`src/rtl/recolector_datos.sv`:
```
// -----------------------------------------------------------------------------
// recolector_datos
//
// Collects debug words for the debug state machine, one 32-bit word at a time:
// first the register file, then the data memory. Each word is held stable in
// `recolector` (with `valid` high) until the state machine asks for the next
// one with `enable_next`. `send_regs` picks the source at that moment.
//
// Ports:
//   clk          system clock, rising edge
//   reset        asynchronous active-low reset
//   restart      synchronous rewind to register 0 (priority over enable_next)
//   send_regs    source select sampled with enable_next (1 = regs, 0 = memory)
//   enable_next  single-cycle strobe, advance to the next word
//   reg_addr     register file debug read address
//   reg_data     register file debug read data (combinational from reg_addr)
//   mem_addr     data memory debug read address
//   mem_rd_en    data memory debug read enable (one cycle per word)
//   mem_data     data memory read data, valid the cycle after mem_rd_en
//   recolector   word currently presented
//   valid        recolector holds a stable, fresh word
//   done         both sources exhausted
//   word_count   words presented since the last restart or reset
// -----------------------------------------------------------------------------
module recolector_datos #(
    parameter int len            = 32,
    parameter int cant_regs      = 32,
    parameter int cant_mem_datos = 16,
    parameter int NB_reg_addr    = $clog2(cant_regs),
    parameter int NB_mem_addr    = $clog2(cant_mem_datos)
) (
    input  logic                   clk,
    input  logic                   reset,
    input  logic                   restart,
    input  logic                   send_regs,
    input  logic                   enable_next,
    output logic [NB_reg_addr-1:0] reg_addr,
    input  logic [len-1:0]         reg_data,
    output logic [NB_mem_addr-1:0] mem_addr,
    output logic                   mem_rd_en,
    input  logic [len-1:0]         mem_data,
    output logic [len-1:0]         recolector,
    output logic                   valid,
    output logic                   done,
    output logic [7:0]             word_count
);

    typedef enum logic [2:0] {
        LOAD_REG,
        MEM_ADDR,
        MEM_DATA,
        HOLD,
        DONE
    } state_t;

    localparam logic [NB_reg_addr-1:0] REG_LAST = NB_reg_addr'(cant_regs - 1);
    localparam logic [NB_mem_addr-1:0] MEM_LAST = NB_mem_addr'(cant_mem_datos - 1);

    state_t                 state_q, state_d;
    logic [NB_reg_addr-1:0] reg_ptr_q, reg_ptr_d;
    logic [NB_mem_addr-1:0] mem_ptr_q, mem_ptr_d;
    logic                   cur_is_mem_q, cur_is_mem_d;
    logic [len-1:0]         recolector_q, recolector_d;
    logic [7:0]             word_count_q, word_count_d;
    logic                   valid_q, done_q, mem_rd_en_q;

    // Next-state logic. Pointers only advance from HOLD and stop at their last
    // index by going to DONE, so they never wrap.
    always_comb begin
        // NOTE: every signal written here gets a default first, otherwise a
        // path that skips the assignment would infer a latch.
        state_d      = state_q;
        reg_ptr_d    = reg_ptr_q;
        mem_ptr_d    = mem_ptr_q;
        cur_is_mem_d = cur_is_mem_q;
        recolector_d = recolector_q;
        word_count_d = word_count_q;

        if (restart) begin
            // recolector keeps its old word until the next load.
            state_d      = LOAD_REG;
            reg_ptr_d    = '0;
            mem_ptr_d    = '0;
            cur_is_mem_d = 1'b0;
            word_count_d = '0;
        end else begin
            unique case (state_q)
                LOAD_REG: begin
                    recolector_d = reg_data;
                    cur_is_mem_d = 1'b0;
                    word_count_d = word_count_q + 8'd1;
                    state_d      = HOLD;
                end
                MEM_ADDR: state_d = MEM_DATA;
                MEM_DATA: begin
                    recolector_d = mem_data;
                    cur_is_mem_d = 1'b1;
                    word_count_d = word_count_q + 8'd1;
                    state_d      = HOLD;
                end
                HOLD: begin
                    if (enable_next) begin
                        if (send_regs) begin
                            if (reg_ptr_q == REG_LAST) begin
                                state_d = DONE;
                            end else begin
                                reg_ptr_d = reg_ptr_q + 1'b1;
                                state_d   = LOAD_REG;
                            end
                        end else if (!cur_is_mem_q) begin
                            // First memory word after registers: mem_ptr
                            // already points at it.
                            state_d = MEM_ADDR;
                        end else if (mem_ptr_q == MEM_LAST) begin
                            state_d = DONE;
                        end else begin
                            mem_ptr_d = mem_ptr_q + 1'b1;
                            state_d   = MEM_ADDR;
                        end
                    end
                end
                DONE:    state_d = DONE;
                default: state_d = LOAD_REG;
            endcase
        end
    end

    // Status outputs are registered from the next state so they line up with
    // the state they describe, with no input-to-output combinational path.
    always_ff @(posedge clk or negedge reset) begin
        if (!reset) begin
            state_q      <= LOAD_REG;
            reg_ptr_q    <= '0;
            mem_ptr_q    <= '0;
            cur_is_mem_q <= 1'b0;
            recolector_q <= '0;
            word_count_q <= '0;
            valid_q      <= 1'b0;
            done_q       <= 1'b0;
            mem_rd_en_q  <= 1'b0;
        end else begin
            // NOTE: sequential state uses non-blocking assignments so every
            // register samples the pre-edge values regardless of order.
            state_q      <= state_d;
            reg_ptr_q    <= reg_ptr_d;
            mem_ptr_q    <= mem_ptr_d;
            cur_is_mem_q <= cur_is_mem_d;
            recolector_q <= recolector_d;
            word_count_q <= word_count_d;
            valid_q      <= (state_d == HOLD);
            done_q       <= (state_d == DONE);
            mem_rd_en_q  <= (state_d == MEM_ADDR);
        end
    end

    assign reg_addr   = reg_ptr_q;
    assign mem_addr   = mem_ptr_q;
    assign mem_rd_en  = mem_rd_en_q;
    assign recolector = recolector_q;
    assign valid      = valid_q;
    assign done       = done_q;
    assign word_count = word_count_q;

endmodule

```
`config.mk`:
```
export PLATFORM = sky130hd
export DESIGN_NAME = recolector_datos
export DESIGN_NICKNAME = d
export VERILOG_FILES = /design/src/rtl/recolector_datos.sv
export SDC_FILE = /design/constraint.sdc
export NUM_CORES = 1
export LEC_CHECK = 0
export CAP_MARGIN = 15
export CELL_PAD_IN_SITES_DETAIL_PLACEMENT = 1
export CELL_PAD_IN_SITES_GLOBAL_PLACEMENT = 2
export CORE_MARGIN = 3
export CORE_UTILIZATION = 26
export DETAILED_ROUTE_END_ITERATION = 12
export GPL_ROUTABILITY_DRIVEN = 0
export PLACE_DENSITY_LB_ADDON = 0.3
export SETUP_SLACK_MARGIN = 0.02
export SKIP_LAST_GASP = 1
export SYNTH_ARGS = -nofsm -noshare
export SYNTH_HDL_FRONTEND = slang
export SYNTH_SLANG_ARGS = --single-unit
```
`constraint.sdc`:
```
create_clock -name clk -period 5.25 [get_ports clk]
set_input_delay 1.05 -clock clk [delete_from_list [all_inputs] [get_ports clk]]
set_output_delay 1.05 -clock clk [all_outputs]
set_load 0.02 [all_outputs]
```
[Word level (Yosys, flattened, before mapping)]
Index checks and enable logic that the tools add are counted.
Storage, ports and cells
  register bits after elaboration: 56
  input bits: 69
  output and inout port bits: 52
  logic and storage cells: 60
Cells by class
  add/subtract/negate cells: 3
  eq/ne operators: 12
  multiplexer cells: 23
  bitwise logic cells: 1
  reductions and logical operators: 12
Operators by type and width (number)
  $pmux 32 s2: 1
  $mux 5: 5
  $mux 4: 6
  $mux 3: 6
  $mux 8: 2
  $pmux 3 s4: 1
  $reduce_bool 2->1: 6
  $eq 3x2->1 const B: 3
  $add 8x1->8 const B: 1
  $eq 3x1->1 const B: 2
  $eq 3x3->1 const B: 2
  $ne 2x2->1 const B: 3
  $add 5x1->5 const B: 1
  $eq 5x5->1 const B: 1
  $reduce_and 5->1: 1
  $add 4x1->4 const B: 1
  $eq 4x4->1 const B: 1
  $reduce_and 4->1: 1
  $logic_not 3->1: 1
  $reduce_bool 3->1: 1
  $pmux 1 s2: 1
  $reduce_and 2->1: 1
  $reduce_or 2->1: 1
  $mux 1: 1
  $not 1->1: 1

[Depth between registers and ports, before layout]
Gate-level depths: netlist (run 1).
  depth after elaboration: 8
  mapped depth: 6
  mapped depth without buffers: 6

[Worst setup path before layout (run 1)]
No wires, ideal clock.
  kind: input-to-reg
  start point: input send_regs
  end point: register mem_ptr_q[0] (netlist: mem_addr[0])
  library setup time: 0.125 ns
  data arrival time: 2.119 ns
  data required time: 5.125 ns
  setup slack: 3.007 ns
  stages: 3
  buffers on the path: 0
  cells stage by stage: or3b_2 > nor3_1 > mux2_2
On the way
  cells in the longest elaborated chain, start to end: 2
RTL lines
  start: declaration: line 35  | input logic send_regs,
  $ne 2x2->1 (no line)
  $reduce_and 5->1 (no line)
  end signal: assignment: line 146  | mem_ptr_q <= mem_ptr_d;
  end: declaration: line 61  | logic [NB_mem_addr-1:0] mem_ptr_q, mem_ptr_d;
No other way between the ends.
A chain may end at the register's enable or synchronous reset.

[Worst setup path in the final report (run 1)]
  start point: input restart
  end point: register recolector_q[6] (netlist: recolector[6])
On the way
  cells in the longest elaborated chain, start to end: 2
RTL lines
  start: declaration: line 34  | input logic restart,
  $not 1->1 (no line)
  $reduce_and 2->1 (no line)
  end signal: assignment: line 148  | recolector_q <= recolector_d;
  end: declaration: line 63  | logic [len-1:0] recolector_q, recolector_d;
No other way between the ends.

==> flow_metrics.env, run 1 <==
export IMPL_gr_total_overflow=0
export IMPL_rrSetupSlack_ns=3.08
export IMPL_crit_type="input port to flop"
export IMPL_root_buffer="clkbuf_8"
export IMPL_maxSlewViolCount=0
export IMPL_clock_skew_ns=0.00924
export IMPL_whs_ns=0.532
export IMPL_run_status="finished clean"
export IMPL_cp_data_arrival_time_ns=2.99
export IMPL_fillers=1148
export IMPL_first_pass_iters=4
export IMPL_track_usage_pct=13.7
export IMPL_ys_warn_count=0
export IMPL_end_kind="flop"
export IMPL_cts_tree="built"
export IMPL_rsz0062_at_grt="false"
export IMPL_cp_required_ns=5.48
export IMPL_htree_levels=2
export IMPL_fmax_ghz=0.363
export IMPL_drt_initial_drc_count=39
export IMPL_cts_buffers=5
export IMPL_slew_headroom_pct=52.3
export IMPL_crit_path_cell_trace="clkdlybuf4s50_1 -> buf_4 -> nor3_4 -> buf_4 -> nor2_1 -> a21oi_1"
export IMPL_hold_buffers=0
export IMPL_grt_max_degree=57
export IMPL_start_kind="input port"
export IMPL_worstHoldEndpoint="recolector[9]$_DFFE_PN0P_"
export IMPL_drive_above_1_share_pct=5.32
export IMPL_num_rows=36
export IMPL_ant_nets=0
export IMPL_final_hold_viol_count=0
export IMPL_syn_inst=260
export IMPL_routed_wl_um=8000
export IMPL_fin_nets=448
export IMPL_period_share_pct=52.5
export IMPL_core_area_um2=9910
export IMPL_rr_startpoint="reg_addr[0]$_DFFE_PN0P_"
export IMPL_min_from="recolector[9]$_DFFE_PN0P_"
export IMPL_cts_buffer_depth=2
export IMPL_period_needed_ns=2.76
export IMPL_ff2ff_path_depth=6
export IMPL_cts_resized=0
export IMPL_die_area_um2=11600
export IMPL_min_path_cells=2
export IMPL_vias=2369
export IMPL_r2r_end="reg_addr[3]$_DFFE_PN0P_"
export IMPL_timing_setup_tns_ns=0
export IMPL_syn_num_nets=333
export IMPL_place_inst=501
export IMPL_die_width_um=108
export IMPL_cp_slowest_stage_delay_ns=0.55
export IMPL_leakage_nw=1.62
export IMPL_finalSetupViolations=0
export IMPL_cts_setup_buffers=0
export IMPL_slowest_stage="nor3_4"
export IMPL_max_cap_viol_count=0
export IMPL_cp_common_cell="buf_4"
export IMPL_pre_cts_slack_ns=2.12
export IMPL_ys_types=35
export IMPL_layoutNonFillerInstCount=509
export IMPL_worstHoldPathType="flop to flop"
export IMPL_postSynthAreaPerCell_um2=10.3
export IMPL_wire_per_inst_um=15.7
export IMPL_total_power_w=0.00108
export IMPL_yosysTopAreaCellShare_pct=52.3
export IMPL_ys_ff_latch=56
export IMPL_boundaryPins=121
export IMPL_vdd_drop_max_v=0.000119
export IMPL_critPathLaunch="restart"
export IMPL_start_util_pct=27.0
export IMPL_yosysTopAreaCell="dfrtp_1"
export IMPL_synth_cell_area_um2=2680
export IMPL_synthTopCellsByArea="dfrtp_1 (52%), mux2i_1 (12%), a21oi_1 (8.2%), nor2_1 (5.3%), ha_1 (1.9%)"
export IMPL_antennaDiodeCount=0
export IMPL_cts_sinks=56
export IMPL_grt_pass1_wl_um=12700
export IMPL_clk_pin_slew_ns=0.10
export IMPL_area_growth_pct=52.8
export IMPL_fp_dieH_um=108
export IMPL_power_per_cell_area_nw_per_um2=264
export IMPL_portBuffers=120
export IMPL_drcViolationCount=0
export IMPL_clk_insertion_delay_late_ns=0.30
export IMPL_antenna_found_initial=0
export IMPL_routed_via_density=4.65
export IMPL_path_max_fanout=48
export IMPL_fin_ws_ns=2.49
export IMPL_yosysSeqAreaShare_pct=52.3
export IMPL_dpl_hpwl_um=5980
export IMPL_grt_pass1_vias=2495
export IMPL_tightest_slew_ns=0.716
-- per-stage QoR --
step	cell area [µm²]	utilization [%]
floorplan	2680	-
global placement	4000	40.4
detailed placement	4000	40.4
CTS	4090	41.3
global route	4090	41.3
finish	4090	41.3
-- critical path: cells and delay by family --
kind | cells | cell delay, ns
buf+inv | 3 | 1.13
simple gates | 2 | 0.63
compound gates | 1 | 0.15
-- power by group --
group | switching (W) | total (W) | internal [W]
sequential | 0.0000286 | 0.000507 | 0.000478
clock | 0.000139 | 0.000247 | 0.000108
combinational | 0.000160 | 0.000327 | 0.000167
-- placed cells by master (no fill, tap or decap), types with 3 or more instances in the layout --
cell,n
nand3_1,7
a21oi_1,44
nand2_1,3
clkbuf_8,6
ha_1,4
mux2i_1,33
and3_1,3
dfrtp_1,56
inv_1,4
nor3_1,3
o21ai_0,10
or3_1,6
o31ai_1,4
buf_4,4
clkdlybuf4s50_1,119
mux2_2,3
nor2b_1,4
nor2_1,38
or4_1,3
-- cell type report --
cell class | instances | area (µm²) | share of cell area, %
Inverter | 4 | 15.0 | 0.367
Multi-Input combinational cell | 184 | 1190 | 29.1
Clock inverter | 1 | 7.51 | 0.183
Tap cell | 133 | 166 | 4.06
Timing Repair Buffer | 124 | 1230 | 30.0
Sequential cell | 56 | 1400 | 34.2
Clock buffer | 7 | 86.3 | 2.11
-- sequential cells by signal, summed over array words and instances, names as in the netlist --
register      flops
cur_is_mem_q      1
done              1
mem_addr          4
mem_rd_en         1
recolector       32
reg_addr          5
state_q           3
valid             1
word_count        8
-- worst max-delay path by stage --
stage	endpoint	slack (ns)
after floorplan	mem_addr[0]$_DFFE_PN0P_	3.01
after global placement	recolector[18]$_DFFE_PN0P_	2.25
after detailed placement	recolector[6]$_DFFE_PN0P_	2.12
after CTS	recolector[6]$_DFFE_PN0P_	2.45
after global routing	recolector[7]$_DFFE_PN0P_	2.27
final	recolector[6]$_DFFE_PN0P_	2.49
-- layer usage --
metal,GRT usage [%],vias to the layer above,wire [µm]
met1,18.2,1150,3460
met5,0,-,0
li1,-,1147,-
met4,3.79,0,122
met2,22.7,63,4020
met3,2.94,9,404
-- Yosys cell counts --
cell       instances
buf_4              3
or3b_2             1
clkbuf_1           7
nand2b_1           2
nor3_1             3
nor4_1             1
nand3_1            7
or3_1              6
mux2i_1           33
o41ai_1            1
nor2_1            38
or4_1              3
and3_1             3
nor3b_1            2
nor3_4             1
inv_1              4
a21oi_1           44
or4b_2             1
nand2_1            3
a41oi_1            1
nand4bb_1          1
a21boi_0           1
mux2_2             3
a211oi_1           2
buf_1              2
nand4_1            1
o21ai_0           10
xnor2_1            2
nor2b_1            4
dfrtp_1           56
or3b_4             1
buf_2              4
ha_1               4
o31ai_1            4
or3b_1             1
-- logic make-up after synthesis --
kind of cell / count (synthesis) / share of synthesized area (%)
simple gates: 79 / 15.5
compound gates: 63 / 12.7
flops: 56 / 52.3
mux: 36 / 13.6
buf+inv: 20 / 3.41
fa+ha+maj: 4 / 1.87
xor+xnor: 2 / 0.654
Power figures use the tool's default switching activity.
==> inputs of run 2 (changes only) <==
- CORE_UTILIZATION: 26 -> 24
- clock period: 5.25 -> 2.8 ns (I/O delays scaled with it)
==> run 2 against run 1 <==
Flip-flop and latch count stayed put. Wire length shrank 1.7%. Worst setup slack got worse by 1.8 ns. Combinational power rose by 89%. Worst hold slack got worse by 0.31 ns. Power up 87%. Critical path type is now flop to flop. Non-clock buffer count grew 4. Final cell count rose by 1.4%. Sequential power is 87% higher. Core utilization is 2.3 points lower.
==> flow_metrics.env, run 2 (synthesis results as in run 1) <==
export IMPL_run_status="finished clean"
export IMPL_fin_nets=452
export IMPL_fin_ws_ns=0.649
export IMPL_largest_register_ffs=32
export IMPL_grt_max_degree=65
export IMPL_cts_sinks=56
export IMPL_ff2ff_path_depth=6
export IMPL_slew_headroom_pct=66.2
export IMPL_final_common_cell="clkdlybuf4s50_1"
export IMPL_routed_via_density=4.59
export IMPL_max_cap_viol_count=0
export IMPL_path_max_fanout=6
export IMPL_num_rows=37
export IMPL_crit_type="flop to flop"
export IMPL_share_seq_of_total_power_pct=47.0
export IMPL_die_area_um2=12500
export IMPL_worstHoldPathType="input port to async pin"
export IMPL_drive_above_1_share_pct=6.05
export IMPL_cp_required_ns=3.03
export IMPL_area_growth_pct=54.4
export IMPL_final_cell_area_um2=4140
export IMPL_ant_nets=0
export IMPL_drt_initial_drc_count=111
export IMPL_swShare_pct=29.8
export IMPL_place_area_um2=4050
export IMPL_end_kind="flop"
export IMPL_dpl_hpwl_um=6010
export IMPL_final_hold_viol_count=0
export IMPL_gr_total_overflow=0
export IMPL_antenna_found_initial=0
export IMPL_antennaDiodeCount=0
export IMPL_tightest_slew_ns=0.508
export IMPL_vdd_drop_max_v=0.000246
export IMPL_wire_per_inst_um=15.2
export IMPL_core_area_um2=10600
export IMPL_leakage_nw=1.64
export IMPL_cts_setup_buffers=0
export IMPL_period_needed_ns=2.15
export IMPL_boundaryPins=121
export IMPL_cp_data_arrival_time_ns=2.38
export IMPL_vias=2369
export IMPL_power_switching_w=0.000603
export IMPL_r2r_end="reg_addr[3]$_DFFE_PN0P_"
export IMPL_drcViolationCount=0
export IMPL_fmax_ghz=0.465
export IMPL_htree_levels=2
export IMPL_first_pass_iters=4
export IMPL_clock_skew_ns=0.00545
export IMPL_intPower_w=0.00142
export IMPL_grt_pass1_wl_um=13300
export IMPL_fillers=1183
export IMPL_cts_buffers=5
export IMPL_maxSlewViolCount=0
export IMPL_pre_cts_slack_ns=0.412
export IMPL_rr_startpoint="reg_addr[0]$_DFFE_PN0P_"
export IMPL_clockPowerShare_pct=22.4
export IMPL_finalSetupViolations=0
export IMPL_root_buffer="clkbuf_8"
export IMPL_power_share_combinational_pct=30.5
export IMPL_power_per_cell_area_nw_per_um2=489
export IMPL_timing_setup_tns_ns=0
export IMPL_cts_resized=0
export IMPL_fp_dieH_um=112
export IMPL_routed_wl_um=7870
export IMPL_rsz0062_at_grt="false"
export IMPL_period_share_pct=76.8
export IMPL_final_cell_mix="clkdlybuf4s50_1 (119), dfrtp_1 (56), a21oi_1 (44)"
export IMPL_clk_pin_slew_ns=0.10
export IMPL_grt_pass1_vias=2519
export IMPL_die_width_um=112
export IMPL_clk_insertion_delay_late_ns=0.30
export IMPL_hold_buffers=0
export IMPL_start_util_pct=25.3
export IMPL_cts_buffer_depth=2
export IMPL_cts_tree="built"
export IMPL_start_kind="flop"
export IMPL_portBuffers=120
export IMPL_track_usage_pct=13.1
export IMPL_rrSetupSlack_ns=0.65
==> run 2: per-layer routing <==
metal  vias to the layer above  part of all wire (%)  track usage [%]
li1                       1159                     -                -
met1                      1137                    44             16.7
met2                        67                    49             21.6
met3                         6                   6.4             4.24
met4                         0                  0.79             2.84
met5                         -                     0                0
==> run 2: area by class of cell <==
type	count	area [µm²]	share of cell area (%)
Sequential cell	56	1400	33.9
Timing Repair Buffer	128	1270	30.7
Multi-Input combinational cell	184	1190	28.8
Tap cell	136	170	4.11
Clock buffer	8	90.1	2.18
Inverter	4	15.0	0.363
==> run 2: worst max-delay path: stages (launching register included) <==
cell	delay [ns]
dfrtp_1	0.44
ha_1	0.23
and3_1	0.18
ha_1	0.20
or3b_4	0.41
or4_1	0.47
a21oi_1	0.15
==> run 2: per-stage QoR <==
step	util, %	power (W)	hold WS, ns	std cells
floorplan	-	0.00125	0.264	260
CTS	39.0	0.00207	0.226	516
global placement	38.2	0.00159	0.507	508
global route	39.0	0.00217	0.243	516
detailed placement	38.2	0.00160	0.514	508
finish	39.0	0.00202	0.218	516
==> run 2: how the worst max path moves through the flow <==
stage | start | end | slack, ns | depth (start not counted)
after CTS | reg_addr[0]$_DFFE_PN0P_ | reg_addr[3]$_DFFE_PN0P_ | 0.64 | 6
final | reg_addr[0]$_DFFE_PN0P_ | reg_addr[3]$_DFFE_PN0P_ | 0.65 | 6
after detailed placement | send_regs | mem_addr[0]$_DFFE_PN0P_ | 0.41 | 4
after global routing | reg_addr[0]$_DFFE_PN0P_ | reg_addr[3]$_DFFE_PN0P_ | 0.57 | 6
after global placement | send_regs | mem_addr[0]$_DFFE_PN0P_ | 0.45 | 4
after floorplan | reg_addr[0]$_DFFE_PN0P_ | reg_addr[3]$_DFFE_PN0P_ | 0.68 | 6
==> run 2: power groups by stage <==
stage | registers (W) | logic (W) | clock network, W
after CTS | 0.000952 | 0.000633 | 0.000488
after floorplan | 0.00107 | 0.000176 | 0
after detailed placement | 0.000968 | 0.000631 | 0
final | 0.000950 | 0.000617 | 0.000454
after global routing | 0.000967 | 0.000672 | 0.000528
after global placement | 0.000964 | 0.000623 | 0
